[config.mk]
export PLATFORM = sky130hd
export DESIGN_NAME = booth_r4_pipe_mult
export DESIGN_NICKNAME = d
export VERILOG_FILES = /design/src/rtl/booth_r4_pipe_mult.sv
export SDC_FILE = /design/constraint.sdc
export NUM_CORES = 1
export LEC_CHECK = 0
export ABC_AREA = 1
export CORE_MARGIN = 4
export CORE_UTILIZATION = 63
export CTS_BUF_LIST = sky130_fd_sc_hd__clkbuf_8 sky130_fd_sc_hd__clkbuf_16
export DETAILED_ROUTE_END_ITERATION = 10
export PLACE_DENSITY = 0.83
export SLEW_MARGIN = 30
export SYNTH_ARGS = -nofsm -noshare
export SYNTH_HDL_FRONTEND = slang
export SYNTH_SLANG_ARGS = --single-unit
[constraint.sdc]
create_clock -name clk_i -period 10.3 [get_ports clk_i]
set_input_delay 3.09 -clock clk_i [delete_from_list [all_inputs] [get_ports clk_i]]
set_output_delay 3.09 -clock clk_i [all_outputs]
set_load 0.005 [all_outputs]
[src/rtl/booth_r4_pipe_mult.sv]
// Pipelined radix-4 Booth multiplier, one Booth digit per stage, valid/ready with global stall.
// Optional sideband tag ports and pipeline registers under MULT_TAG_EN.
module booth_r4_pipe_mult #(
  parameter int WIDTH = 8
) (
  input  logic                 clk_i,
  input  logic                 rst_i,
  input  logic                 valid_i,
  output logic                 ready_o,
  input  logic [WIDTH-1:0]     md_i,
  input  logic [WIDTH-1:0]     mr_i,
  input  logic                 signed_i,
  output logic                 valid_o,
  input  logic                 ready_i,
  output logic [2*WIDTH-1:0]   result_o
`ifdef MULT_TAG_EN
  ,
  input  logic [7:0]           tag_i,
  output logic [7:0]           tag_o
`endif
);

  localparam int NDIG = WIDTH / 2 + 1;
  localparam int PW   = WIDTH + 3;

  // Stages 0..NDIG-2 live in these arrays; stage NDIG-1 is the output register.
  logic [NDIG-2:0]         vld_p;
  logic [NDIG-2:0]         sgn_p;
  logic [WIDTH-1:0]        md_p [NDIG-1];
  logic [WIDTH-1:0]        mr_p [NDIG-1];
  logic signed [PW-1:0]    ps_p [NDIG-1];
  logic [WIDTH-1:0]        lo_p [NDIG-1];
`ifdef MULT_TAG_EN
  logic [7:0]              tag_p [NDIG-1];
`endif

  logic adv;

  function automatic logic [2:0] triplet(input logic [WIDTH-1:0] mr, input logic sgn,
                                         input int k);
    logic [WIDTH+2:0] mrx;
    mrx = {{2{sgn & mr[WIDTH-1]}}, mr, 1'b0};
    return mrx[2*k+2 -: 3];
  endfunction

  function automatic logic signed [PW-1:0] booth_pp(input logic [2:0] trip,
                                                    input logic [WIDTH-1:0] md,
                                                    input logic sgn);
    logic signed [PW-1:0] m;
    m = $signed({{3{sgn & md[WIDTH-1]}}, md});
    case (trip)
      3'b001, 3'b010: booth_pp = m;
      3'b011:         booth_pp = m <<< 1;
      3'b100:         booth_pp = -(m <<< 1);
      3'b101, 3'b110: booth_pp = -m;
      default:        booth_pp = '0;
    endcase
  endfunction

  function automatic logic signed [PW-1:0] accum(input logic signed [PW-1:0] ps,
                                                 input logic [WIDTH-1:0] md,
                                                 input logic [WIDTH-1:0] mr,
                                                 input logic sgn, input int k);
    return (ps >>> 2) + booth_pp(triplet(mr, sgn, k), md, sgn);
  endfunction

  // Retired bits enter at the top so the first-retired pair ends up at bit 0.
  function automatic logic [WIDTH-1:0] retire(input logic signed [PW-1:0] ps,
                                              input logic [WIDTH-1:0] lo);
    return {ps[1:0], lo[WIDTH-1:2]};
  endfunction

  function automatic logic [2*WIDTH-1:0] product(input logic signed [PW-1:0] ps,
                                                 input logic [WIDTH-1:0] lo,
                                                 input logic [WIDTH-1:0] md,
                                                 input logic [WIDTH-1:0] mr,
                                                 input logic sgn);
    logic signed [PW-1:0] s;
    s = accum(ps, md, mr, sgn, NDIG - 1);
    return {s[WIDTH-1:0], retire(ps, lo)};
  endfunction

  assign adv     = ready_i || !valid_o;
  assign ready_o = adv;

  always_ff @(posedge clk_i or posedge rst_i) begin
    if (rst_i) begin
      vld_p    <= '0;
      valid_o  <= 1'b0;
      result_o <= '0;
`ifdef MULT_TAG_EN
      tag_o    <= '0;
`endif
    end else if (adv) begin
      vld_p[0] <= valid_i;
      for (int k = 1; k < NDIG - 1; k++) vld_p[k] <= vld_p[k-1];
      valid_o <= vld_p[NDIG-2];
      if (vld_p[NDIG-2]) begin
        result_o <= product(ps_p[NDIG-2], lo_p[NDIG-2], md_p[NDIG-2], mr_p[NDIG-2],
                            sgn_p[NDIG-2]);
`ifdef MULT_TAG_EN
        tag_o    <= tag_p[NDIG-2];
`endif
      end
    end
  end

  // Stage 0 applies digit 0 straight from the inputs; later stages shift, add and retire.
  always_ff @(posedge clk_i) begin
    if (adv) begin
      md_p[0]  <= md_i;
      mr_p[0]  <= mr_i;
      sgn_p[0] <= signed_i;
      ps_p[0]  <= booth_pp(triplet(mr_i, signed_i, 0), md_i, signed_i);
      lo_p[0]  <= '0;
`ifdef MULT_TAG_EN
      tag_p[0] <= tag_i;
`endif
      for (int k = 1; k < NDIG - 1; k++) begin
        md_p[k]  <= md_p[k-1];
        mr_p[k]  <= mr_p[k-1];
        sgn_p[k] <= sgn_p[k-1];
        ps_p[k]  <= accum(ps_p[k-1], md_p[k-1], mr_p[k-1], sgn_p[k-1], k);
        lo_p[k]  <= retire(ps_p[k-1], lo_p[k-1]);
`ifdef MULT_TAG_EN
        tag_p[k] <= tag_p[k-1];
`endif
      end
    end
  end

endmodule
[Yosys cells after proc, flatten, opt, wreduce, memory -nomap -nowiden]
Memories as Yosys holds them, arrays and structs flattened. A register that Yosys moved wholly into a read port is not among the register bits.
Index checks and enable logic that the tools add are counted.
Cells by class
  $add $sub $neg: 14
  eq/ne operators: 27
  muxes and demuxes: 13
  bitwise gates (word level): 5
  reductions and logical operators: 11
Operator list (count)
  $pmux 11 s4: 3
  $mux 11: 4
  $neg 10->11: 4
  $neg 9->11: 4
  $eq 3x3->1 const B: 12
  $add 9x11->11: 3
  $pmux 11 s3: 1
  $pmux 8 s4: 1
  $eq 3x2->1 const B: 8
  $mux 8: 2
  $neg 8->8: 2
  $reduce_or 2->1: 8
  $eq 3x1->1 const B: 4
  $add 8x8->8: 1
  $and 1x1->1: 5
  $eq 2x2->1 const B: 2
  $eq 2x1->1 const B: 1
  $mux 1: 2
  $reduce_and 2->1: 1
  $logic_not 1->1: 1
  $logic_or 1x1->1: 1
Storage, ports and cells
  register bits: 25
  bits in writable memories: 140
  bits of input ports: 21
  output and inout bits: 18
  logic and storage cells: 78
  memories: 4
Memories
  ps_p: depth 4, bits a word 11, rd ports 4, clocked after Yosys merged registers in 0, write ports 4, line 31  | logic signed [PW-1:0] ps_p [NDIG-1];
  lo_p: depth 4, bits a word 8, rd ports 4, clocked after Yosys merged registers in 1, write ports 4, line 32  | logic [WIDTH-1:0] lo_p [NDIG-1];
  md_p: depth 4, bits a word 8, rd ports 4, clocked after Yosys merged registers in 0, write ports 4, line 29  | logic [WIDTH-1:0] md_p [NDIG-1];
  mr_p: depth 4, bits a word 8, rd ports 4, clocked after Yosys merged registers in 0, write ports 4, line 30  | logic [WIDTH-1:0] mr_p [NDIG-1];

[Depth between registers and ports, before layout]
An unclocked memory read counts as a cell.
  word-level depth: 8
  gate-level depth with buffers: 19
  mapped depth without buffers: 19

[Worst setup path after synthesis]
OpenSTA, ideal clock, no wires.
  path type: input port to output port
  start point: input ready_i
  end point: output ready_o
  arrival time: 5.357 ns
  data required time: 7.210 ns
  path slack: 1.853 ns
  stages: 2
  buffers on the path: 0
  path through: nor2_1 inv_1
Between the ends
  cells in the longest elaborated chain, start to end: 1
Ends and longest elaborated chain
  start, declared: line 14  | input logic ready_i,
  $logic_or 1x1->1: line 83  | assign adv = ready_i || !valid_o;
  end, declared: line 9  | output logic ready_o,
Every way passes these cells.

[Worst setup path in the final report]
Ends and elaborated chain as after synthesis.

==> flow_metrics.py <==
metrics = {
    "status": {
        "status": "finished, final reports clean",
    },
    "pwr": {
        "leakage_uw": 0.003909,
        "peakVddDrop_v": 0.0002264,
        "power_density_nw_per_um2": 349.6,
    },
    "timing": {
        "fin_crit_sh_pct": 76.84,
        "maxSlewViolCount": 0,
        "rsz0062_at_grt": "no",
        "fin_crit_ns": 7.915,
        "relSlewSlack_pct": 47.41,
        "final-hold-violation-count": 0,
        "max_freq_mhz": 126.4,
        "setup_tns_ns": 0,
        "fin_skew_ns": 0.005390,
        "setup_viol": 0,
        "worst_slew_pin_slew_ns": 0.7880,
    },
    "place": {
        "io_buffers": 38,
        "placed_area_sq_um": 7903,
        "hpwl_um": 11310,
        "place_congestion": 0.9802,
        "dpl.cell_count": 981,
    },
    "grt": {
        "antenna_found_initial": 0,
        "grt_pass1_vias": 5971,
        "grt_pass1_wl_um": 25730,
        "grt_overflow_total": 0,
        "grt_util_all_layers_pct": 24.59,
        "grt_start_max_net_pins": 62,
    },
    "final_layout": {
        "nets": 922,
        "finalInstanceArea_sq_um": 8617,
        "n_antenna_cell": 0,
        "drive_above_1_share_pct": 5.517,
        "area_delta_synth_final_pct": 17.31,
        "instances_no_fill": 1013,
        "fin_util_pct": 75.47,
    },
    "drt": {
        "wire_per_inst_um": 15.05,
        "drc": 0,
        "via_per_inst": 5.723,
        "postRouteWirelength_um": 15240,
        "antenna_left": 0,
        "drt_iter0_markers": 296,
        "first_pass_iters": 5,
        "vias": 5797,
    },
    "critical_path": {
        "required_ns": 7.21,
        "setup.worst_path.class": "input port to output pin",
        "crit_arrival_ns": 4.82,
        "critPathLaunchType": "input port",
        "cp_max_fo": 54,
        "r2r_start": "md_p[1][0]",
        "cp-startpoint": "ready_i",
        "endpoint_kind": "output pin",
    },
    "clocking": {
        "cts.sinks": 128,
        "cts_tree": "yes",
        "clk_latency_ns": 0.42,
        "clk_pin_slew_worst_paths_ns": 0.06,
        "htreeDepth": 4,
        "postCtsSetupBuffers": 0,
        "cts_buffers": 17,
        "cts_hold_buf": 0,
        "cts_resized": 0,
        "clk_path_buf_depth": 2,
        "root_buffer": "clkbuf_16",
    },
    "logic_synthesis": {
        "yosysUniqueCellTypes": 36,
        "synth_top_cell_by_area": "edfxtp_1",
        "seq_area_frac_synth_pct": 50.89,
        "yosys_warnings": 0,
        "synth_edf_count": 107,
        "ys_ff_latch": 128,
        "synth_ff_type": "edfxtp_1",
        "yosysTopAreaCellShare_pct": 43.74,
        "synthArstFlopShare_pct": 16.41,
        "synth.most_common_cell": "nand2_1",
        "synth.avg_cell_area_sq_um": 9.171,
        "ys_top_cells_by_area": "edfxtp_1 (44%), nand2_1 (10%), dfrtp_1 (7.2%)",
        "netlist_area_sq_um": 7346,
        "synthCells": 801,
        "yosys-top-cells-count": "nand2_1 (196), inv_1 (124), edfxtp_1 (107)",
        "synth_fp_nets": 866,
    },
    "floorplan": {
        "die_h_um": 116.0,
        "core-area_sq_um": 11420,
        "dieArea_sq_um": 13450,
        "design.portCount": 39,
        "die_x_um": 116.0,
        "num_rows": 39,
        "initial_core_util_pct": 64.33,
    },
    "job": {
        "maxCapViolations": 0,
    },
    "worst_hold_path": {
        "hold_path.class": "flip-flop to flip-flop",
        "min_from": "ps_p[2][1]",
    },
}
-- worst max-delay path, cell delays in order --
cell and delay, ns:
clkdlybuf4s50_1 0.40, nor2_1 0.40, inv_4 0.35, clkdlybuf4s50_1 0.55
-- per-layer routing --
layer | GRT usage, % | wire length (um)
met5 | 0 | 0
met4 | 14.54 | 771
met3 | 5.274 | 548
met2 | 46.26 | 8268
met1 | 24.65 | 5656
-- worst paths after layout --
path / to / slack [ns] / cells after the start
worst max-delay path: ready_o / 2.39 / 4
worst min-delay path: lo_p[3][7] / 0.42 / 0
worst max register to register: ps_p[2][7] / 7.33 / 18
worst min register to register: lo_p[3][7] / 0.42 / 0
max in group asynchronous: result_o[4] / 6.69 / 2
min in group asynchronous: result_o[5] / 3.12 / 2
-- state kept, by name, summed over array words and instances, names as in the netlist --
| register | count |
|---|---|
| mr_p | 16 |
| vld_p | 4 |
| md_p | 32 |
| ps_p | 43 |
| result_o | 16 |
| valid_o | 1 |
| lo_p | 12 |
| sgn_p | 4 |
-- where the power goes --
group	internal [uW]	leakage, uW	switching, uW
Combinational	497	0.00222	807
Sequential	883	0.00136	109
Clock	501	0.000337	216
Total	1880	0.00391	1130
-- cell usage in the layout (no fill, tap or decap), types with 5 or more instances in the layout --
| cell type | count |
|---|---|
| nor2_1 | 53 |
| xnor2_1 | 10 |
| xor2_1 | 31 |
| o21ai_0 | 33 |
| a21oi_1 | 33 |
| edfxtp_1 | 107 |
| nand3_1 | 60 |
| o221ai_1 | 6 |
| clkdlybuf4s50_1 | 38 |
| clkbuf_16 | 17 |
| nor3_1 | 6 |
| nand3b_1 | 5 |
| o22ai_1 | 9 |
| bufinv_16 | 8 |
| o211ai_1 | 7 |
| ha_1 | 40 |
| inv_1 | 123 |
| nand4_1 | 15 |
| nor2_2 | 6 |
| nand2_1 | 196 |
| dfrtp_1 | 21 |
-- cells by family (layout without fill, tap and decap cells) --
kind of cell | Yosys count | after routing | share of synthesized area (%)
DFF | 128 | 128 | 50.89
adders and majority gates | 44 | 44 | 7.903
AOI/OAI and AO/OA | 110 | 110 | 8.959
buffers and inverters | 128 | 197 | 6.609
and+or+nand+nor | 350 | 350 | 20.75
xor gates and xnor gates | 41 | 41 | 4.888
-- metrics by stage --
stage               power (uW)  hold slack (ns)  setup slack [ns]
finish                    3012           0.4157             2.385
global route              3238           0.4322             2.302
CTS                       3017           0.4181             2.382
detailed placement        2280           0.4045             2.393
global placement          2209           0.4002             2.441
floorplan                 1927           0.4003             1.853
-- final cells by class --
cell class                      instances  area (sq um)
Sequential cell                       128          3739
Multi-Input combinational cell        545          3122
Fill cell                             791          2801
Inverter                              126         475.5
Clock buffer                           17         425.4
Timing Repair Buffer                   39         387.9
Clock inverter                         15         289.0
Tap cell                              143         178.9
(Power assumes the default switching activity.)
